File: src/rtl/accum_alu_pkg.sv
// Shared opcode and state encodings for the accumulator ALU.
package accum_alu_pkg;

  localparam int unsigned OPCODE_W = 3;

  typedef enum logic [OPCODE_W-1:0] {
    OP_AND  = 3'd0,
    OP_OR   = 3'd1,
    OP_XOR  = 3'd2,
    OP_NOT  = 3'd3,
    OP_ADD  = 3'd4,
    OP_SUB  = 3'd5,
    OP_MUL  = 3'd6,
    OP_LOAD = 3'd7
  } opcode_e;

  typedef enum logic [1:0] {
    ST_OFF   = 2'b00,
    ST_READY = 2'b01,
    ST_RUN   = 2'b10,
    ST_ERROR = 2'b11
  } state_e;

endpackage

File: src/rtl/accum_alu_if.sv
// Operation/result bundle between the register file side and the accumulator ALU.
interface accum_alu_if #(
  parameter int unsigned WIDTH = 8
);
  import accum_alu_pkg::*;

  logic                on;
  logic                clr;
  logic                ack;
  logic                op_valid;
  logic                op_ready;
  logic [OPCODE_W-1:0] op_code;
  logic [WIDTH-1:0]    op_b;
  logic [WIDTH-1:0]    result;
  logic                result_valid;
  logic                overflow;
  logic                error;
  logic [1:0]          state;

  modport master (
    output on, clr, ack, op_valid, op_code, op_b,
    input  op_ready, result, result_valid, overflow, error, state
  );

  modport slave (
    input  on, clr, ack, op_valid, op_code, op_b,
    output op_ready, result, result_valid, overflow, error, state
  );

endinterface

File: src/rtl/accum_alu_seq_multiplier.sv
// Shift-add multiplier: one partial product per cycle over WIDTH cycles.
module seq_multiplier #(
  parameter int unsigned WIDTH = 8
) (
  input  logic               clk,
  input  logic               rst,
  input  logic               start,
  input  logic               abort,
  input  logic [WIDTH-1:0]   a,
  input  logic [WIDTH-1:0]   b,
  output logic               busy,
  output logic               done,
  output logic [2*WIDTH-1:0] product
);

  localparam int unsigned CW = $clog2(WIDTH + 1);

  logic [2*WIDTH-1:0] r_mcand;
  logic [WIDTH-1:0]   r_mplier;
  logic [2*WIDTH-1:0] r_prod;
  logic [CW-1:0]      r_cnt;
  logic               r_busy;
  logic [2*WIDTH-1:0] w_step;

  assign w_step = r_mplier[0] ? (r_prod + r_mcand) : r_prod;

  always_ff @(posedge clk or negedge rst) begin
    if (!rst) begin
      r_mcand  <= '0;
      r_mplier <= '0;
      r_prod   <= '0;
      r_cnt    <= '0;
      r_busy   <= 1'b0;
    end else if (abort) begin
      r_cnt  <= '0;
      r_busy <= 1'b0;
    end else if (start) begin
      r_mcand  <= {{WIDTH{1'b0}}, a};
      r_mplier <= b;
      r_prod   <= '0;
      r_cnt    <= CW'(WIDTH);
      r_busy   <= 1'b1;
    end else if (r_busy) begin
      r_prod   <= w_step;
      r_mcand  <= r_mcand << 1;
      r_mplier <= r_mplier >> 1;
      r_cnt    <= r_cnt - 1'b1;
      if (r_cnt == CW'(1)) r_busy <= 1'b0;
    end
  end

  // The final step is exposed combinationally so the caller can write it on the last RUN edge.
  assign busy    = r_busy;
  assign done    = r_busy && (r_cnt == CW'(1));
  assign product = w_step;

endmodule

File: src/rtl/accum_alu.sv
// WIDTH-generic accumulator ALU: FSM, accumulator, logic/add/sub datapath and iterative MUL.
module accum_alu
  import accum_alu_pkg::*;
#(
  parameter int unsigned WIDTH = 8
) (
  input  logic        clk,
  input  logic        rst,
  accum_alu_if.slave  bus
);

  state_e             r_state, w_next_state;
  logic [WIDTH-1:0]   r_acc, w_next_acc;
  logic               r_valid, w_valid;
  logic               r_ovf, w_ovf;
  logic               w_start, w_abort;
  logic               w_mul_busy, w_mul_done;
  logic [2*WIDTH-1:0] w_product;
  logic [WIDTH:0]     w_sum, w_diff;

  assign w_sum  = {1'b0, r_acc} + {1'b0, bus.op_b};
  assign w_diff = {1'b0, r_acc} - {1'b0, bus.op_b};

  seq_multiplier #(.WIDTH(WIDTH)) u_mul (
    .clk     (clk),
    .rst     (rst),
    .start   (w_start),
    .abort   (w_abort),
    .a       (r_acc),
    .b       (bus.op_b),
    .busy    (w_mul_busy),
    .done    (w_mul_done),
    .product (w_product)
  );

  always_comb begin
    w_next_state = r_state;
    w_next_acc   = r_acc;
    w_valid      = 1'b0;
    w_ovf        = 1'b0;
    w_start      = 1'b0;
    w_abort      = w_mul_busy && (!bus.on || bus.clr);
    if (!bus.on) begin
      w_next_state = ST_OFF;
    end else if (bus.clr) begin
      w_next_state = ST_READY;
      w_next_acc   = '0;
    end else begin
      case (r_state)
        ST_OFF: w_next_state = ST_READY;
        ST_READY: begin
          if (bus.op_valid) begin
            w_valid = 1'b1;
            case (opcode_e'(bus.op_code))
              OP_AND:  w_next_acc = r_acc & bus.op_b;
              OP_OR:   w_next_acc = r_acc | bus.op_b;
              OP_XOR:  w_next_acc = r_acc ^ bus.op_b;
              OP_NOT:  w_next_acc = ~r_acc;
              OP_ADD: begin
                w_next_acc = w_sum[WIDTH-1:0];
                w_ovf      = w_sum[WIDTH];
              end
              OP_SUB: begin
                w_next_acc = w_diff[WIDTH-1:0];
                w_ovf      = w_diff[WIDTH];
              end
              OP_MUL: begin
                w_valid      = 1'b0;
                w_start      = 1'b1;
                w_next_state = ST_RUN;
              end
              default: w_next_acc = bus.op_b;
            endcase
            if (w_ovf) w_next_state = ST_ERROR;
          end
        end
        ST_RUN: begin
          if (w_mul_done) begin
            w_next_acc   = w_product[WIDTH-1:0];
            w_valid      = 1'b1;
            w_ovf        = |w_product[2*WIDTH-1:WIDTH];
            w_next_state = w_ovf ? ST_ERROR : ST_READY;
          end
        end
        default: begin
          if (bus.ack) w_next_state = ST_READY;
        end
      endcase
    end
  end

  always_ff @(posedge clk or negedge rst) begin
    if (!rst) begin
      r_state <= ST_OFF;
      r_acc   <= '0;
      r_valid <= 1'b0;
      r_ovf   <= 1'b0;
    end else begin
      r_state <= w_next_state;
      r_acc   <= w_next_acc;
      r_valid <= w_valid;
      r_ovf   <= w_ovf;
    end
  end

  assign bus.op_ready     = (r_state == ST_READY);
  assign bus.error        = (r_state == ST_ERROR);
  assign bus.state        = r_state;
  assign bus.result       = r_acc;
  assign bus.result_valid = r_valid;
  assign bus.overflow     = r_ovf;

endmodule

File: src/flat_wrapper.sv
// flat-port wrapper written by rule: the top's interface ports become plain ports
module accum_alu_flat import accum_alu_pkg::*;
#(
  parameter int unsigned WIDTH = 8
)
  (clk, rst, bus_on, bus_clr, bus_ack, bus_op_valid, bus_op_code, bus_op_b, bus_op_ready, bus_result, bus_result_valid, bus_overflow, bus_error, bus_state);
  accum_alu_if #(.WIDTH(WIDTH)) bus_i ();
  input  logic clk;
  input  logic rst;
  input wire logic [$bits(bus_i.on)-1:0] bus_on;
  input wire logic [$bits(bus_i.clr)-1:0] bus_clr;
  input wire logic [$bits(bus_i.ack)-1:0] bus_ack;
  input wire logic [$bits(bus_i.op_valid)-1:0] bus_op_valid;
  input wire logic [$bits(bus_i.op_code)-1:0] bus_op_code;
  input wire logic [$bits(bus_i.op_b)-1:0] bus_op_b;
  output wire logic [$bits(bus_i.op_ready)-1:0] bus_op_ready;
  output wire logic [$bits(bus_i.result)-1:0] bus_result;
  output wire logic [$bits(bus_i.result_valid)-1:0] bus_result_valid;
  output wire logic [$bits(bus_i.overflow)-1:0] bus_overflow;
  output wire logic [$bits(bus_i.error)-1:0] bus_error;
  output wire logic [$bits(bus_i.state)-1:0] bus_state;
  assign bus_i.on = bus_on;
  assign bus_i.clr = bus_clr;
  assign bus_i.ack = bus_ack;
  assign bus_i.op_valid = bus_op_valid;
  assign bus_i.op_code = bus_op_code;
  assign bus_i.op_b = bus_op_b;
  assign bus_op_ready = bus_i.op_ready;
  assign bus_result = bus_i.result;
  assign bus_result_valid = bus_i.result_valid;
  assign bus_overflow = bus_i.overflow;
  assign bus_error = bus_i.error;
  assign bus_state = bus_i.state;
  accum_alu #(.WIDTH(WIDTH)) u_core (.clk(clk), .rst(rst), .bus(bus_i));
endmodule
File: config.mk
export PLATFORM = sky130hd
export DESIGN_NAME = accum_alu_flat
export DESIGN_NICKNAME = d
export VERILOG_FILES = /design/src/rtl/accum_alu_pkg.sv /design/src/rtl/accum_alu_if.sv /design/src/rtl/accum_alu_seq_multiplier.sv /design/src/rtl/accum_alu.sv /design/src/flat_wrapper.sv
export SDC_FILE = /design/constraint.sdc
export NUM_CORES = 1
export LEC_CHECK = 0
export ABC_AREA = 1
export CORE_UTILIZATION = 34
export CTS_CLUSTER_DIAMETER = 60
export CTS_CLUSTER_SIZE = 16
export DETAILED_ROUTE_END_ITERATION = 6
export PLACE_DENSITY_LB_ADDON = 0.2
export SETUP_SLACK_MARGIN = 0.15
export SYNTH_ARGS = -nofsm -noshare
export SYNTH_HDL_FRONTEND = slang
export SYNTH_SLANG_ARGS = --single-unit
File: constraint.sdc
create_clock -name clk -period 3.1 [get_ports clk]
set_clock_uncertainty 0.15 [all_clocks]
set_input_delay 0.93 -clock clk [delete_from_list [all_inputs] [get_ports clk]]
set_output_delay 0.93 -clock clk [all_outputs]
set_load 0.03 [all_outputs]
# Yosys cells after proc, flatten, opt, wreduce, memory -nomap -nowiden
# Cells that the tools add are included.
[totals]
register_bits = 57
inputBits = 17
out_inout_bits = 14
wordCells = 97
[classes]
add_sub_neg = 4
eq_ne = 17
n_mux = 49
n_bitwise = 5
reduce_logical = 13
[op_table]
columns = ["op", "n"]
rows = [
  ["two-way mux 16 bit", 5],
  ["case mux 8 bit (7 select lines)", 1],
  ["two-way mux 8 bit", 5],
  ["two-way mux 1 bit", 22],
  ["adder 16 bit", 1],
  ["two-way mux 2 bit", 8],
  ["case mux 8 bit (2 select lines)", 1],
  ["two-way mux 4 bit", 3],
  ["adder 8 x 8 -> 9 bit", 1],
  ["equality test 3 bit (second input constant)", 3],
  ["inequality test 3 bit (second input constant)", 3],
  ["subtractor 8 x 8 -> 9 bit", 1],
  ["bitwise AND 8 bit", 1],
  ["inequality test 4 bit (second input constant)", 2],
  ["NOT 8 bit", 1],
  ["OR 8 bit", 1],
  ["OR reduction 8 bit", 1],
  ["bitwise XOR 8 bit", 1],
  ["equality test 3 x 2 -> 1 bit (second input constant)", 2],
  ["inequality test 6 x 1 -> 1 bit (second input constant)", 1],
  ["case mux 1 bit (2 select lines)", 3],
  ["case mux 2 bit (3 select lines)", 1],
  ["nonzero test 3 bit", 2],
  ["inequality test 5 x 3 -> 1 bit (second input constant)", 1],
  ["other kinds (15)", 17],
]

# Longest topological paths before layout
[depth]
depth_word = 11
depth_mapped = 18
ltp_nobuf = 18

# By module
# From an unflattened synthesis, not the netlist that was laid out.
[unflattened]
cells_unflattened = 756
hier_area_um2 = 5033.6
[by_module_without_submodules]
columns = ["mod", "instances", "cells_per_inst", "area_per_inst_um2", "seq_area_each_um2"]
rows = [
  ["seq_multiplier", 1, 423, 3015.4, 1126.1],
  ["accum_alu", 1, 333, 2018.2, 300.3],
]

# Worst setup path before layout
# Ideal clock, no wire load.
[synth_timing]
kind = "register to register"
start = "register u_core.r_state[1], in the netlist u_core.bus.state[1]"
end = "register u_core.u_mul.r_mcand[1]"
setup_ns = 0.126
arrival_time_ns = 2.434
t_required_ns = 2.824
slack_ns = 0.389
stages_incl_launch_ff = 14
n_path_buf = 2
period_less_slack_ns = 2.711
cell_sequence = "dfrtp_1 -> inv_1 -> ha_1 -> inv_1 -> nor3_4 -> inv_2 -> nor3_4 -> inv_4 -> nand2_4 -> o21ai_4 -> clkinv_2 -> buf_6 -> buf_6 -> a31oi_1"
[synth_via]
elab_chain_len = 6
word_cells_on_any_way = 7
cone_classes = "eq/ne: 1; mux: 4; reduce/logical: 2"
[synth_lines]
columns = ["element", "line", "source"]
rows = [
  ["start: declaration", "accum_alu.sv:12", "state_e r_state, w_next_state;"],
  ["start signal: assignment", "accum_alu.sv:99", "r_state <= w_next_state;"],
  ["equality test 2 x 1 -> 1 bit *", "--", ""],
  ["net bus_op_ready", "flat_wrapper.sv:16", "output wire logic [$bits(bus_i.op_ready)-1:0] bus_op_ready;"],
  ["two-way mux 1 bit *", "accum_alu.sv:49", "case (r_state)"],
  ["two-way mux 1 bit *", "accum_alu.sv:45", "end else if (bus.clr) begin"],
  ["two-way mux 1 bit *", "accum_alu.sv:43", "if (!bus.on) begin"],
  ["nonzero test 2 bit (no line)", "--", ""],
  ["AND reduction 2 bit (no line)", "--", ""],
  ["end signal: assignment", "accum_alu_seq_multiplier.sv:38", "r_mcand <= {{WIDTH{1'b0}}, a};"],
  ["end signal: assignment", "accum_alu_seq_multiplier.sv:45", "r_mcand <= r_mcand << 1;"],
  ["end: declaration", "accum_alu_seq_multiplier.sv:18", "logic [2*WIDTH-1:0] r_mcand;"],
]
# The timed path passes the listed nets; every way through them passes the cells marked *.
# A chain may end at the register's enable or synchronous reset.

# Final worst setup path
[layout_timing]
start = "input bus_op_b[3]"
end = "register u_core.r_acc[6], in the netlist u_core.bus.result[6]"
[layout_via]
elab_chain_len = 5
word_cells_on_any_way = 6
cone_classes = "add/sub: 2; mux: 4"
[layout_lines]
columns = ["element", "line", "source"]
rows = [
  ["start: declaration", "flat_wrapper.sv:15", "input wire logic [$bits(bus_i.op_b)-1:0] bus_op_b;"],
  ["subtractor 8 x 8 -> 9 bit or adder 8 x 8 -> 9 bit (tied branches)", "accum_alu.sv:22, accum_alu.sv:21", ""],
  ["case mux 8 bit (7 select lines) *", "accum_alu.sv:54", "case (opcode_e'(bus.op_code))"],
  ["two-way mux 8 bit *", "accum_alu.sv:52", "if (bus.op_valid) begin"],
  ["case mux 8 bit (2 select lines) *", "accum_alu.sv:49", ""],
  ["two-way mux 8 bit *", "accum_alu.sv:45", ""],
  ["end signal: assignment", "accum_alu.sv:100", "r_acc <= w_next_acc;"],
  ["end: declaration", "accum_alu.sv:13", "logic [WIDTH-1:0] r_acc, w_next_acc;"],
]
# Every way passes the cells marked *; elsewhere a longest branch is shown, timed or not. The select of a mux whose other input is x is not followed.

==> results.py <==
metrics = {
    "outcome": {
        "run_status": "completed",
    },
    "setup_path": {
        "cp_common_cell": "nand2_1",
        "worstPathCellList": "clkdlybuf4s50_1 > inv_1 > buf_4 > ha_1 > inv_1 > o21ai_0 > a21oi_1 > nand2_1 > o21ai_0 > nand2_1 > nor3_2 > o211ai_1 > nand2_1 > nand2_1",
        "path_class": "primary input to register",
        "cp_max_fo": 2,
        "worstSetupEndpointType": "register",
        "cp_data_arrival_time_ps": 2950,
        "start_kind": "primary input",
        "timing.rr.start": "u_core.u_mul.r_mcand[0]",
        "slowest_delay_ps": 520,
        "critPathLaunch": "bus_op_b[3]",
        "cp_data_required_time_ps": 3180,
        "slowest_stage": "clkdlybuf4s50_1",
    },
    "floorplan": {
        "num_rows": 43,
        "start_util": 0.3533,
        "die-area_um2": 15130,
        "coreArea_um2": 14100,
        "die_h_um": 123.0,
        "die-width_um": 123.0,
        "num_io_pins": 31,
    },
    "finish": {
        "final_common_cell": "nand2_1",
        "finalNetCount": 863,
        "final_util": 0.4444,
        "drive_gt1_frac": 0.1606,
        "fillers": 1463,
        "seq_area_um2": 1426,
        "n_antenna_cell": 0,
        "multi_input_area_um2": 3058,
        "mostFrequentLayoutCells": "nand2_1 (205), inv_1 (117), buf_4 (57), dfrtp_1 (57), nand3_1 (47)",
        "syn_to_final_growth_pct": 25.80,
    },
    "min_path": {
        "min_from": "u_core.u_mul.r_mplier[7]",
        "hold_class": "register to register",
    },
    "synth": {
        "postSynth.asyncResetShare": 1.000,
        "synthesis.nets": 776,
        "synth_seq_cells": 57,
        "syn_area_um2": 4980,
        "synth_area_leaders": "dfrtp_1 (29%), nand2_1 (16%), ha_1 (11%)",
        "synth_edf_count": 0,
        "synth-seq-area-share": 0.2864,
        "synth_area_leader_cell": "dfrtp_1",
        "synth_top_area_frac": 0.2864,
        "ys.flop_type": "dfrtp_1",
        "yosys_warnings": 0,
        "postSynthCellCount": 711,
        "ys_types": 41,
        "syn_area_per_cell_um2": 7.004,
    },
    "sta": {
        "grt_setup_unrepaired": "yes",
        "slew-limit-headroom": 0.5540,
        "finalCritPeriodShare": 0.9253,
        "fmax_mhz": 348.6,
        "timing.final.ws_setup_ps": 231.5,
        "tightest_slew_ps": 669.0,
        "finalMaxSlewViolations": 0,
        "hold_viol": 0,
        "final.min_clock_period_ps": 2868,
        "setup_violations": 0,
    },
    "detailed_routing": {
        "ant_nets": 0,
        "drtIter0Drc": 325,
        "drt-pass1-iter-count": 5,
        "wl_per_cell_um": 13.85,
        "vias": 4850,
        "wirelength_um": 13610,
        "drcViolationCount": 0,
        "viasPerCell": 4.934,
    },
    "power_and_ir_drop": {
        "ir_drop_v": 0.0003161,
        "p_switching_mw": 2.750,
        "p_sw_frac": 0.4737,
        "power_frac_comb": 0.615,
        "p_per_area_nw_per_um2": 926.7,
        "sequentialPowerShare": 0.225,
        "power.share.clock": 0.160,
        "intPower_mw": 3.055,
        "p_leak_nw": 3.245,
    },
    "placement": {
        "gp_congestion": 0.9434,
        "pre_cts_slack_ps": -311.6,
        "hpwlAfterDp_um": 10750,
        "numPortBuffers": 30,
    },
    "cts": {
        "clockBufferDepth": 2,
        "cts_post_setup_buffers_inserted": 0,
        "ctsHoldBuffers": 0,
        "htreeDepth": 3,
        "tritoncts": "built",
        "cts.sinks": 57,
        "path_clk_slew_ps": 50,
        "clock_tree.root_cell": "clkbuf_16",
        "clock_latency_ps": 340,
        "numCtsBuffers": 9,
    },
    "grt": {
        "grt_pass1_wl_um": 22230,
        "grt-ovfl-total": 0,
        "grt_util_all_layers": 0.1885,
        "antenna_found_initial": 0,
        "grt_max_degree": 32,
        "grt_pass1_vias": 4658,
    },
    "run": {
        "drv_cap": 0,
    },
}
Yosys cell counts, types with 3 or more instances:
cell      instances
dfrtp_1          57
nand3_1          48
o21ai_1           5
inv_2             5
xor2_1            6
and2_1            3
nor3_1            6
clkbuf_1          7
o211ai_1          5
xnor2_1           3
or2_2             4
inv_1           119
o22ai_2          19
nand4_1           6
o22ai_1          11
a31oi_1          14
buf_6             5
o21ai_0          40
ha_1             45
o221ai_1          6
nor2_1           46
a21oi_1          20
nand2_1         207
fa_1              3
routing by layer:
| metal | up-vias | GRT usage | share of wire |
|---|---|---|---|
| met2 | 87 | 0.3290 | 0.49 |
| met3 | 13 | 0.02583 | 0.027 |
| li1 | 2486 | - | - |
| met4 | 0 | 0.06024 | 0.015 |
| met1 | 2264 | 0.2393 | 0.46 |
| met5 | - | 0 | 0 |
final cells by class:
| class | count | share of cell area |
|---|---|---|
| multi-input combinational | 513 | 0.4881 |
| sequential | 57 | 0.2277 |
| timing repair buffer | 90 | 0.1266 |
| inverter | 127 | 0.07689 |
| clock buffer | 10 | 0.03815 |
| tap | 180 | 0.03595 |
| clock inverter | 6 | 0.006591 |
critical path, delay by kind of cell:
kind / cells / cell delay (ps)
AND/OR/NAND/NOR: 5 / 420
AO/OA/AOI/OAI: 4 / 520
adder cells (fa/ha/maj): 1 / 200
buffers and inverters: 4 / 850
final timing paths:
| path | cells past startpoint | endpoint | slack [ps] |
|---|---|---|---|
| min in group asynchronous | 1 | u_core.u_mul.r_prod[14] | 480 |
| min | 2 | u_core.u_mul.r_mplier[7] | 340 |
| max | 14 | u_core.bus.result[6] | 230 |
| max reg2reg | 16 | u_core.bus.state[1] | 380 |
| max in group asynchronous | 2 | u_core.u_mul.r_mplier[7] | 1720 |
| min reg2reg | 2 | u_core.u_mul.r_mplier[7] | 340 |
metrics by stage:
| step | hold WS, ps | setup TNS (ps) | cells | total power [mW] | instance area (um2) |
|---|---|---|---|---|---|
| 6_report | 336.3 | 0 | 983 | 5.805 | 6265 |
| 5_1_grt | 364.2 | 0 | 983 | 6.373 | 6265 |
| 4_1_cts | 337.1 | 0 | 983 | 5.791 | 6173 |
| 3_5_place_dp | 323.8 | -2640 | 967 | 4.816 | 5891 |
| 3_3_place_gp | 319.2 | -1356 | 967 | 4.761 | 5891 |
| 2_1_floorplan | 303.4 | 0 | 711 | 3.839 | 4980 |
power by group through the flow:
stage	Clock, mW	Combinational [mW]	Sequential [mW]
floorplan	0	2.53	1.30
global placement	0	3.46	1.30
finish	0.927	3.57	1.31
detailed placement	0	3.50	1.32
CTS	0.955	3.53	1.31
global route	0.977	4.04	1.35
cell families (layout without fill, tap and decap cells):
kind of cell | count (synthesis) | after routing | synth area share
simple gates | 325 | 325 | 0.2744
buf+inv | 141 | 233 | 0.1161
compound gates | 131 | 131 | 0.1822
flops | 57 | 57 | 0.2864
fa+ha+maj | 48 | 48 | 0.1251
xor+xnor | 9 | 9 | 0.01583
what timing repair did:
action | in CTS | in global routing
pin swaps | 0 | 1
cloned | 0 | 0
resized for setup | 3 | 22
endpoints found under the setup margin | 4 | 18
flip-flops by register name, summed over array words and instances (netlist names):
| name | cells |
|---|---|
| u_core.bus.overflow | 1 |
| u_core.bus.result | 8 |
| u_core.bus.result_valid | 1 |
| u_core.bus.state | 2 |
| u_core.u_mul.busy | 1 |
| u_core.u_mul.r_cnt | 4 |
| u_core.u_mul.r_mcand | 16 |
| u_core.u_mul.r_mplier | 8 |
| u_core.u_mul.r_prod | 16 |
(Power assumes the default switching activity.)
